**src/rtl/sdram_probe_ctrl.sv**
```systemverilog
`timescale 1ns/1ps
// SDRAM command-port sequencer: signature write/read-back probe to size the module,
// result reported on cfg, followed by a paced zero-clear sweep of the memory.
module sdram_probe_ctrl #(
  parameter int unsigned       ADDR_W  = 27,
  parameter logic [ADDR_W-1:0] CLR_END = ADDR_W'(32'h01FF_FFFF),
  parameter int unsigned       CLR_GAP = 32,
  parameter int unsigned       TIMEOUT = 1023
) (
  input  logic              clk_sys,
  input  logic              reset_n,
  input  logic              rescan,
  input  logic              sdram_ready,
  input  logic [15:0]       sdram_dout,
  output logic [ADDR_W-1:0] sdram_addr,
  output logic [15:0]       sdram_din,
  output logic              sdram_rd,
  output logic              sdram_we,
  output logic [15:0]       cfg,
  output logic              clearing
);

  localparam int unsigned GAP_W = $clog2(CLR_GAP);
  localparam int unsigned TMO_W = $clog2(TIMEOUT + 1);

  localparam logic [ADDR_W-1:0] A_SIG3  = ADDR_W'(32'h0400_0000);
  localparam logic [ADDR_W-1:0] A_SIG2  = ADDR_W'(32'h0200_0000);
  localparam logic [ADDR_W-1:0] A_SIG1  = ADDR_W'(32'h0000_0000);
  localparam logic [ADDR_W-1:0] A_GUARD = ADDR_W'(32'h0100_0000);
  localparam logic [15:0] D_SIG3  = 16'd3128;
  localparam logic [15:0] D_SIG2  = 16'd2064;
  localparam logic [15:0] D_SIG1  = 16'd1032;
  localparam logic [15:0] D_GUARD = 16'd12345;

  typedef enum logic [4:0] {
    S_INIT, S_W3, S_GW3, S_W2, S_GW2, S_W1, S_GW1, S_W0, S_GW0,
    S_R3, S_GR3, S_R2, S_GR2, S_R1, S_GR1, S_CHK, S_CLEAR, S_DONE
  } state_t;

  state_t            r_state, w_next;
  logic              r_rd, r_we, r_clearing;
  logic [ADDR_W-1:0] r_addr, r_clr_addr;
  logic [15:0]       r_din, r_cfg;
  logic [GAP_W-1:0]  r_gap;
  logic [TMO_W-1:0]  r_tmo;

  logic              w_rd, w_we, w_clearing;
  logic [ADDR_W-1:0] w_addr, w_clr_addr;
  logic [15:0]       w_din, w_cfg;
  logic [GAP_W-1:0]  w_gap;
  logic [TMO_W-1:0]  w_tmo, w_tmo_inc;
  logic              w_wait, w_rescan, w_tmo_hit, w_clr_last;

  // States that sit on sdram_ready; the clear state only at its slot
  assign w_wait = (r_state inside {S_INIT, S_W3, S_W2, S_W1, S_W0, S_R3, S_R2, S_R1, S_CHK})
                || (r_state == S_CLEAR && r_gap == '0);
  assign w_rescan   = rescan && (r_state != S_INIT);
  assign w_tmo_inc  = (r_tmo == TMO_W'(TIMEOUT)) ? r_tmo : r_tmo + TMO_W'(1);
  assign w_tmo_hit  = w_wait && !sdram_ready && (w_tmo_inc == TMO_W'(TIMEOUT));
  assign w_clr_last = (r_clr_addr == CLR_END);

  always_ff @(posedge clk_sys) begin
    if (!reset_n) begin
      r_state    <= S_INIT;
      r_rd       <= 1'b0;
      r_we       <= 1'b0;
      r_addr     <= '0;
      r_din      <= '0;
      r_cfg      <= '0;
      r_clearing <= 1'b0;
      r_clr_addr <= '0;
      r_gap      <= '0;
      r_tmo      <= '0;
    end else begin
      r_state    <= w_next;
      r_rd       <= w_rd;
      r_we       <= w_we;
      r_addr     <= w_addr;
      r_din      <= w_din;
      r_cfg      <= w_cfg;
      r_clearing <= w_clearing;
      r_clr_addr <= w_clr_addr;
      r_gap      <= w_gap;
      r_tmo      <= w_tmo;
    end
  end

  always_comb begin
    w_next = r_state;
    if (w_rescan) begin
      w_next = S_INIT;
    end else if (w_tmo_hit) begin
      w_next = S_DONE;
    end else begin
      case (r_state)
        S_INIT:  if (sdram_ready) w_next = S_W3;
        S_W3:    if (sdram_ready) w_next = S_GW3;
        S_GW3:   w_next = S_W2;
        S_W2:    if (sdram_ready) w_next = S_GW2;
        S_GW2:   w_next = S_W1;
        S_W1:    if (sdram_ready) w_next = S_GW1;
        S_GW1:   w_next = S_W0;
        S_W0:    if (sdram_ready) w_next = S_GW0;
        S_GW0:   w_next = S_R3;
        S_R3:    if (sdram_ready) w_next = S_GR3;
        S_GR3:   w_next = S_R2;
        S_R2:    if (sdram_ready) w_next = S_GR2;
        S_GR2:   w_next = S_R1;
        S_R1:    if (sdram_ready) w_next = S_GR1;
        S_GR1:   w_next = S_CHK;
        S_CHK:   if (sdram_ready) w_next = S_CLEAR;
        S_CLEAR: if (w_wait && sdram_ready && w_clr_last) w_next = S_DONE;
        S_DONE:  w_next = S_DONE;
        default: w_next = S_INIT;
      endcase
    end
  end

  // Command pulses and result latching; each read result is sampled as the next read issues
  always_comb begin
    w_rd       = 1'b0;
    w_we       = 1'b0;
    w_addr     = r_addr;
    w_din      = r_din;
    w_cfg      = r_cfg;
    w_clearing = r_clearing;
    w_clr_addr = r_clr_addr;
    w_gap      = r_gap;
    w_tmo      = (w_wait && !sdram_ready) ? w_tmo_inc : '0;
    if (w_rescan) begin
      w_clearing = 1'b0;
      w_tmo      = '0;
    end else if (w_tmo_hit) begin
      w_cfg      = 16'hC000;
      w_clearing = 1'b0;
      w_tmo      = '0;
    end else if (sdram_ready) begin
      case (r_state)
        S_INIT: w_cfg = '0;
        S_W3: begin w_we = 1'b1; w_addr = A_SIG3;  w_din = D_SIG3;  end
        S_W2: begin w_we = 1'b1; w_addr = A_SIG2;  w_din = D_SIG2;  end
        S_W1: begin w_we = 1'b1; w_addr = A_SIG1;  w_din = D_SIG1;  end
        S_W0: begin w_we = 1'b1; w_addr = A_GUARD; w_din = D_GUARD; end
        S_R3: begin w_rd = 1'b1; w_addr = A_SIG3; end
        S_R2: begin
          w_cfg[2] = (sdram_dout == D_SIG3);
          w_rd     = 1'b1;
          w_addr   = A_SIG2;
        end
        S_R1: begin
          w_cfg[1] = (sdram_dout == D_SIG2);
          w_rd     = 1'b1;
          w_addr   = A_SIG1;
        end
        S_CHK: begin
          w_cfg[0]   = (sdram_dout == D_SIG1);
          w_cfg[15]  = 1'b1;
          w_clearing = 1'b1;
          w_clr_addr = '0;
          w_gap      = '0;
        end
        default: ;
      endcase
    end
    // Clear pacing runs regardless of ready; only the slot itself waits on it
    if (!w_rescan && !w_tmo_hit && r_state == S_CLEAR) begin
      if (r_gap != '0) begin
        w_gap = r_gap - GAP_W'(1);
      end else if (sdram_ready) begin
        w_we   = 1'b1;
        w_addr = r_clr_addr;
        w_din  = '0;
        w_gap  = GAP_W'(CLR_GAP - 1);
        if (w_clr_last) w_clearing = 1'b0;
        else            w_clr_addr = r_clr_addr + ADDR_W'(1);
      end
    end
  end

  assign sdram_rd   = r_rd;
  assign sdram_we   = r_we;
  assign sdram_addr = r_addr;
  assign sdram_din  = r_din;
  assign cfg        = r_cfg;
  assign clearing   = r_clearing;

endmodule

```
**config.mk**
```make
export PLATFORM = sky130hd
export DESIGN_NAME = sdram_probe_ctrl
export DESIGN_NICKNAME = d
export VERILOG_FILES = /design/src/rtl/sdram_probe_ctrl.sv
export SDC_FILE = /design/constraint.sdc
export NUM_CORES = 1
export LEC_CHECK = 0
export ABC_AREA = 1
export CAP_MARGIN = 20
export CORE_MARGIN = 2
export CORE_UTILIZATION = 35
export CTS_CLUSTER_SIZE = 28
export DETAILED_ROUTE_END_ITERATION = 10
export PLACE_DENSITY_LB_ADDON = 0.05
export SKIP_CTS_REPAIR_TIMING = 1
export SLEW_MARGIN = 40
export SYNTH_ARGS = -nofsm -noshare
export SYNTH_HDL_FRONTEND = slang
export SYNTH_SLANG_ARGS = --single-unit
```
**constraint.sdc**
```tcl
create_clock -name clk_sys -period 3.15 [get_ports clk_sys]
set_clock_uncertainty 0.15 [all_clocks]
set_input_delay 0.63 -clock clk_sys [delete_from_list [all_inputs] [get_ports clk_sys]]
set_output_delay 0.63 -clock clk_sys [all_outputs]
set_load 0.02 [all_outputs]
```
=== Yosys cells after proc, flatten, opt, wreduce, memory -nomap -nowiden ===
Index checks and enable logic that the tools add are counted.
W data, S select, Z words.

* Div/mod/pow operators: 0
* Bitwise operators: 4
* $add $sub $neg: 3
* Multipliers: 0
* Mux-type cells: 65
* Shift-type cells: 0
* Reduce and logical (&&, ||, !) cells: 37
* $lt $le $gt $ge: 0
* Equal/unequal tests: 43

{| class="wikitable"
|+ Operators with widths
! operator !! number
|-
| $mux W27 || 14
|-
| $mux W16 || 8
|-
| $pmux W27 S4 || 1
|-
| $mux W5 || 18
|-
| $pmux W5 S18 || 1
|-
| $pmux W16 S4 || 1
|-
| $eq A5 B4 Y1 const B || 8
|-
| $eq A16 B12 Y1 const B || 2
|-
| $add A27 B1 Y27 const B || 1
|-
| $eq A27 B25 Y1 const B || 1
|-
| $ne A3 B3 Y1 const B || 9
|-
| $eq A10 B10 Y1 const B || 2
|-
| $eq A5 B3 Y1 const B || 4
|-
| $reduce_and A10 Y1 || 2
|-
| $ne A2 B2 Y1 const B || 9
|-
| $eq A16 B11 Y1 const B || 1
|-
| $mux W1 || 16
|-
| $mux W12 || 1
|-
| $reduce_and A3 Y1 || 4
|-
| $reduce_or A4 Y1 || 3
|-
| $add A10 B1 Y10 const B || 1
|-
| $eq A5 B2 Y1 const B || 2
|-
| $eq A5 B5 Y1 const B || 2
|-
| $logic_not A5 Y1 || 2
|-
| 16 further kinds || 39
|}

* Bits in latches: 0
* ROM bits: 0
* Memories: 0
* Output and inout port bits: 62
* Bits in writable memories: 0
* Register bits after elaboration: 109
* Word-level logic and storage cells: 166

=== Longest topological paths before layout ===
Gate-level depths: netlist of run 1.

* Depth after elaboration: 11
* Gate-level depth with buffers: 17
* Depth with buffers taken out: 16

=== Worst setup path before layout of run 1 ===
OpenSTA, ideal clock, no wires.

* Path type: reg2reg
* Start point: reg r_clr_addr[0]
* End point: reg r_clr_addr[0]
* Arrival time: 1930 ps
* Path slack: 952 ps
* Data required time: 2882 ps
* Stages on the path, launching flop included: 13
* Setup time: 118 ps
* Path through: dfxtp_1 > ha_1 > nand3_2 > nor3_2 > nand4_2 > nor2_1 > nand2_2 > nor2_4 > nand4_2 > buf_4 > buf_6 > a22oi_1 > nor2_1

* Cells in the longest elaborated chain, start to end: 8
* Elaborated cells on any way between the ends: 10

{| class="wikitable"
|+ Ends and longest elaborated chain
! what !! line !! source
|-
| start: declaration || 42 || <nowiki>logic [ADDR_W-1:0] r_addr, r_clr_addr;</nowiki>
|-
| start signal: assignment || 82 || <nowiki>r_clr_addr <= w_clr_addr;</nowiki>
|-
| branches (longest 7 deep; another with $add A27 B1 Y27) || n/a ||
|-
| $mux W27 (*) || 166 || <nowiki>if (!w_rescan && !w_tmo_hit && r_state == S_CLEAR) begin</nowiki>
|}

Every way passes the cells marked *.
A chain may end at the register's enable or synchronous reset.

==> flow_summary.yaml, run 1 <==
synth:
  synth-simple-area-share_pct: 37.62
  synth.avg_cell_area_um2: 6.900
  ys_warn_count: 0
  synth-main-ff-cell: "dfxtp_1"
  ys_seq_area_share_pct: 35.95
  synth_common_cells: "nand2_1, dfxtp_1, nor2_1"
  synth_top_area_cell: "dfxtp_1"
  netlist_instances: 791
  synthArstFlopShare_pct: 0
  synth.mux.area_fraction_pct: 0
  synth_area_um2: 5458
  yosys.area_share.xor_xnor_pct: 4.012
  synth_fa_ha_area_share_pct: 0.9170
  synth_compound_area_share_pct: 11.39
  synth_cell_type_count: 43
  synth_area_leaders: "dfxtp_1, nand2_1, nand3_1, nor2_1, a21oi_1"
  synth-seq-cells: 98
  yosysTopAreaCellShare_pct: 35.95
  synth_top_family_by_area: "simple AND/OR/NAND/NOR gates"
  synth_most_common_cell: "nand2_1"
  synth_edf_count: 0
timing:
  drv_slew: 0
  slew_headroom_pct: 57.94
  max_freq_mhz: 357.3
  setup_tns_ns: 0
  finalCritPeriodShare_pct: 88.86
  rsz0062_at_grt: "false"
  min_period_ns: 2.799
  finalSetupViolCount: 0
  worstMarginPinSlew_ns: 0.6289
  hold_violations: 0
route:
  vias: 5357
  post-route-drc-count: 0
  drt_first_pass_iters: 5
  wl_per_cell_um: 15.08
  ant_nets: 0
  viasPerCell: 5.126
  drt-initial-drc-count: 325
  wl_mm: 15.76
worst_setup_path:
  slowest_delay_ns: 0.41
  arrival_ns: 2.89
  end_kind: "register"
  critPathMaxFanout: 12
  crit_required_ns: 3.24
  cp_cell_sequence: "ha_1 > nand2_1 > nor2_4 > nand3_2 > nand3_1 > nand3_1 > nor2_1 > nand2_2 > nand3_2 > nand2_1 > o21ai_0 > nor2_1"
  critPathLaunchType: "register"
  r2r_start: "r_tmo[0]"
  crit_type: "reg -> reg"
  startpoint: "r_tmo[0]"
  slowest_stage: "dfxtp_1"
flow_run:
  maxCapViolCount: 0
worst_hold_path:
  min_from: "sdram_din[9]"
  hold_class: "reg -> reg"
floorplan:
  io_pins: 82
  die_area_um2: 16610
  rows: 45
  coreArea_um2: 15200
  die_x_um: 128.9
  die_h_um: 128.9
  initial_core_util_pct: 35.90
grt:
  overflow: 0
  grt_pass1_vias: 5118
  grt_util_all_layers_pct: 19.41
  grt_start_max_net_pins: 44
  antenna_found_initial: 0
  grt_first_pass_wirelength_mm: 25.46
placed_design:
  placedCellCount: 1029
  dp_hpwl_mm: 11.39
  port_buffers: 70
  gp_congestion: 0.8397
layout:
  fill_cells: 1573
  fin_nets: 876
  final_cells: 1045
  diodes: 0
  area_growth_pct: 20.13
  layout-drive-gt1-share_pct: 8.985
clocking:
  cts_tree: "done"
  htreeDepth: 3
  cts_root_buf: "clkbuf_16"
  clk_latency_ns: 0.35
  cts_sinks: 98
  numCtsBuffers: 9
  clk_pin_slew_worst_paths_ns: 0.08
  clockBufferDepth: 2
status:
  status: "completed"
power_and_ir_drop:
  power_density_nw_per_um2: 602.4
  peakVddDrop_uv: 273.7
  p_leak_nw: 2.484
[cells in the final DEF (no fill, tap or decap), types with 4 or more instances in the layout]
cell,count
nor3_1,13
nor2_2,9
nand4_1,19
xnor2_1,10
nand2_2,7
o21ai_0,40
xor2_1,15
nor4_1,9
inv_1,64
nand2_1,167
nand3_1,83
a21oi_1,56
nor3_2,4
nor2_1,96
ha_1,4
nand3_2,8
buf_4,15
dfxtp_1,98
inv_2,4
clkdlybuf4s50_1,70
nor2_4,5
clkbuf_16,9
a22oi_1,8
conb_1,11
[stage by stage]
| stage | utilization (%) | hold WS, ns | worst slack [ns] | power (W) | instance area (µm²) |
|---|---|---|---|---|---|
| after detailed placement | 41.19 | 0.2916 | 0.3615 | 0.002863 | 6261 |
| after CTS | 43.13 | 0.3039 | 0.3371 | 0.004010 | 6556 |
| after global routing | 43.13 | 0.3201 | 0.02332 | 0.004234 | 6556 |
| after floorplan | - | 0.3078 | 0.9516 | 0.002452 | 5495 |
| final | 43.13 | 0.2986 | 0.3510 | 0.003949 | 6556 |
| after global placement | 41.19 | 0.2873 | 0.3540 | 0.002859 | 6261 |
[layer usage]
metal  GRT usage [%]  share of wire (%)
met4           5.691                1.4
met3           4.075                4.0
met1           22.93                 44
met5               0                  0
met2           35.33                 51
[flip-flops by register name (all words and copies together), names as in the netlist, named ones only]
name / cells
cfg: 5
clearing: 1
r_clr_addr: 27
r_state: 5
r_tmo: 10
sdram_addr: 27
sdram_din: 16
sdram_rd: 1
sdram_we: 1
[cell type report]
class / instances / area, µm² / area share [%]
clock buffer: 10 / 239.0 / 3.645
sequential: 98 / 1962 / 29.92
multi-input combinational: 588 / 2988 / 45.57
inverter: 70 / 262.8 / 4.008
tap: 188 / 235.2 / 3.588
timing repair buffer: 85 / 813.3 / 12.40
clock inverter: 6 / 56.30 / 0.8588
[power breakdown]
group	switching, W	internal (W)	total [W]
clock network	0.000545	0.000578	0.00112
logic	0.000847	0.000489	0.00134
registers	0.000132	0.00136	0.00149
[path summary, 6_finish.rpt]
kind             endpoint  slack, ns  depth (start not counted)
max              register       0.35                         12
min          sdram_din[9]       0.30                          2
max reg2reg      register       0.35                         12
min reg2reg  sdram_din[9]       0.30                          2
[cells by family after synthesis]
family | count (synthesis)
flops | 98
simple gates | 433
xor+xnor | 25
other cells | 1
compound gates | 115
fa+ha+maj | 4
buf+inv | 115
[worst max-delay path, delay by kind of cell, from the launching register on]
kind	cells	cell delay, ns
simple gates	10	1.75
flops	1	0.41
compound gates	1	0.17
fa+ha+maj	1	0.20
(Power assumes the default switching activity.)
==> inputs of run 2 (changes only) <==
--- a/config.mk
+++ b/config.mk
@@ -11,6 +11,7 @@
 export CORE_UTILIZATION = 35
 export CTS_CLUSTER_SIZE = 28
 export DETAILED_ROUTE_END_ITERATION = 10
+export GPL_TIMING_DRIVEN = 0
 export PLACE_DENSITY_LB_ADDON = 0.05
 export SKIP_CTS_REPAIR_TIMING = 1
 export SLEW_MARGIN = 40
==> flow_summary.yaml, run 2 (synthesized netlist as in run 1, its figures left out) <==
worst_hold_path:
  hold_class: "reg -> reg"
power_and_ir_drop:
  power_density_nw_per_um2: 594.3
  p_leak_nw: 2.598
  peakVddDrop_uv: 255.8
  power_w: 0.004008
grt:
  antenna_found_initial: 0
  grt_pass1_vias: 5242
  grt_start_max_net_pins: 20
  overflow: 0
  grt_first_pass_wirelength_mm: 26.28
  grt_util_all_layers_pct: 20.01
timing:
  hold_violations: 0
  slew_headroom_pct: 56.09
  drv_slew: 0
  max_freq_mhz: 354.0
  fin_hold_ws_ns: 0.2975
  min_period_ns: 2.825
  finalCritPeriodShare_pct: 89.67
  rsz0062_at_grt: "false"
  finalSetupViolCount: 0
  worstMarginPinSlew_ns: 0.6587
  setup_tns_ns: 0
placed_design:
  placedCellCount: 1059
  dp_hpwl_mm: 12.22
  port_buffers: 70
  gp_congestion: 0.8679
status:
  status: "completed"
layout:
  fin_nets: 906
  mostFrequentLayoutCells: "nand2_1, dfxtp_1, nor2_1"
  layout-drive-gt1-share_pct: 10.37
  mostFrequentLayoutCell: "nand2_1"
  diodes: 0
  final_cells: 1075
  area_growth_pct: 23.57
route:
  viasPerCell: 4.972
  post-route-drc-count: 0
  drt_first_pass_iters: 5
  wl_mm: 16.05
  ant_nets: 0
  wl_per_cell_um: 14.93
  drt-initial-drc-count: 303
  vias: 5345
floorplan:
  io_pins: 82
  initial_core_util_pct: 35.90
  coreArea_um2: 15200
  die_area_um2: 16610
  rows: 45
  die_h_um: 128.9
  die_x_um: 128.9
clocking:
  cts_root_buf: "clkbuf_16"
  numCtsBuffers: 9
  cts_tree: "done"
  cts_sinks: 98
  htreeDepth: 3
  clk_latency_ns: 0.36
  clockBufferDepth: 2
  clk_pin_slew_worst_paths_ns: 0.07
worst_setup_path:
  crit_type: "in -> reg"
  critPathLaunchType: "primary input"
  critPathMaxFanout: 10
  arrival_ns: 2.90
  end_kind: "register"
  crit_required_ns: 3.22
flow_run:
  maxCapViolCount: 0
[run 2: layout make-up]
class / count / area [µm²]
sequential: 98 / 1962
inverter: 70 / 262.8
clock inverter: 7 / 87.58
clock buffer: 9 / 225.2
timing repair buffer: 70 / 700.7
fill: 1574 / 8458
tap: 188 / 235.2
buffer: 45 / 285.3
multi-input combinational: 588 / 2985
[run 2: critical path, stage by stage]
cell             delay [ns]
clkdlybuf4s50_1        0.55
clkinv_1               0.32
o21ai_0                0.47
nand2_1                0.39
clkbuf_1               0.33
nand3_1                0.12
a21oi_1                0.07
[run 2: per-stage QoR]
step	worst slack (ns)	util (%)	cell area [µm²]
finish	0.3253	44.36	6744
global route	0.1818	44.36	6744
CTS	0.3945	44.36	6744
detailed placement	0.02641	42.30	6431
global placement	0.06223	42.30	6431
floorplan	0.9516	-	5495
[run 2: where the power goes]
part           switching, W  internal (W)  leakage, nW
clock network      0.000542      0.000638        0.155
logic              0.000869      0.000482         1.65
registers          0.000119       0.00136        0.792
total               0.00153       0.00248         2.60
[run 2: final timing paths]
kind | slack (ns) | cells after the start | startpoint | to
setup / recovery | 0.33 | 7 | sdram_ready | sdram_addr[17]
hold / removal | 0.30 | 2 | sdram_din[14] | sdram_din[14]
setup reg to reg | 0.47 | 12 | r_clr_addr[0] | clearing
hold reg to reg | 0.30 | 2 | sdram_din[14] | sdram_din[14]
[run 2: layer usage]
metal / part of all wire, % / track usage, %
met1: 46 / 24.96
met2: 49 / 34.92
met3: 3.5 / 4.615
met4: 1.3 / 4.987
met5: 0 / 0
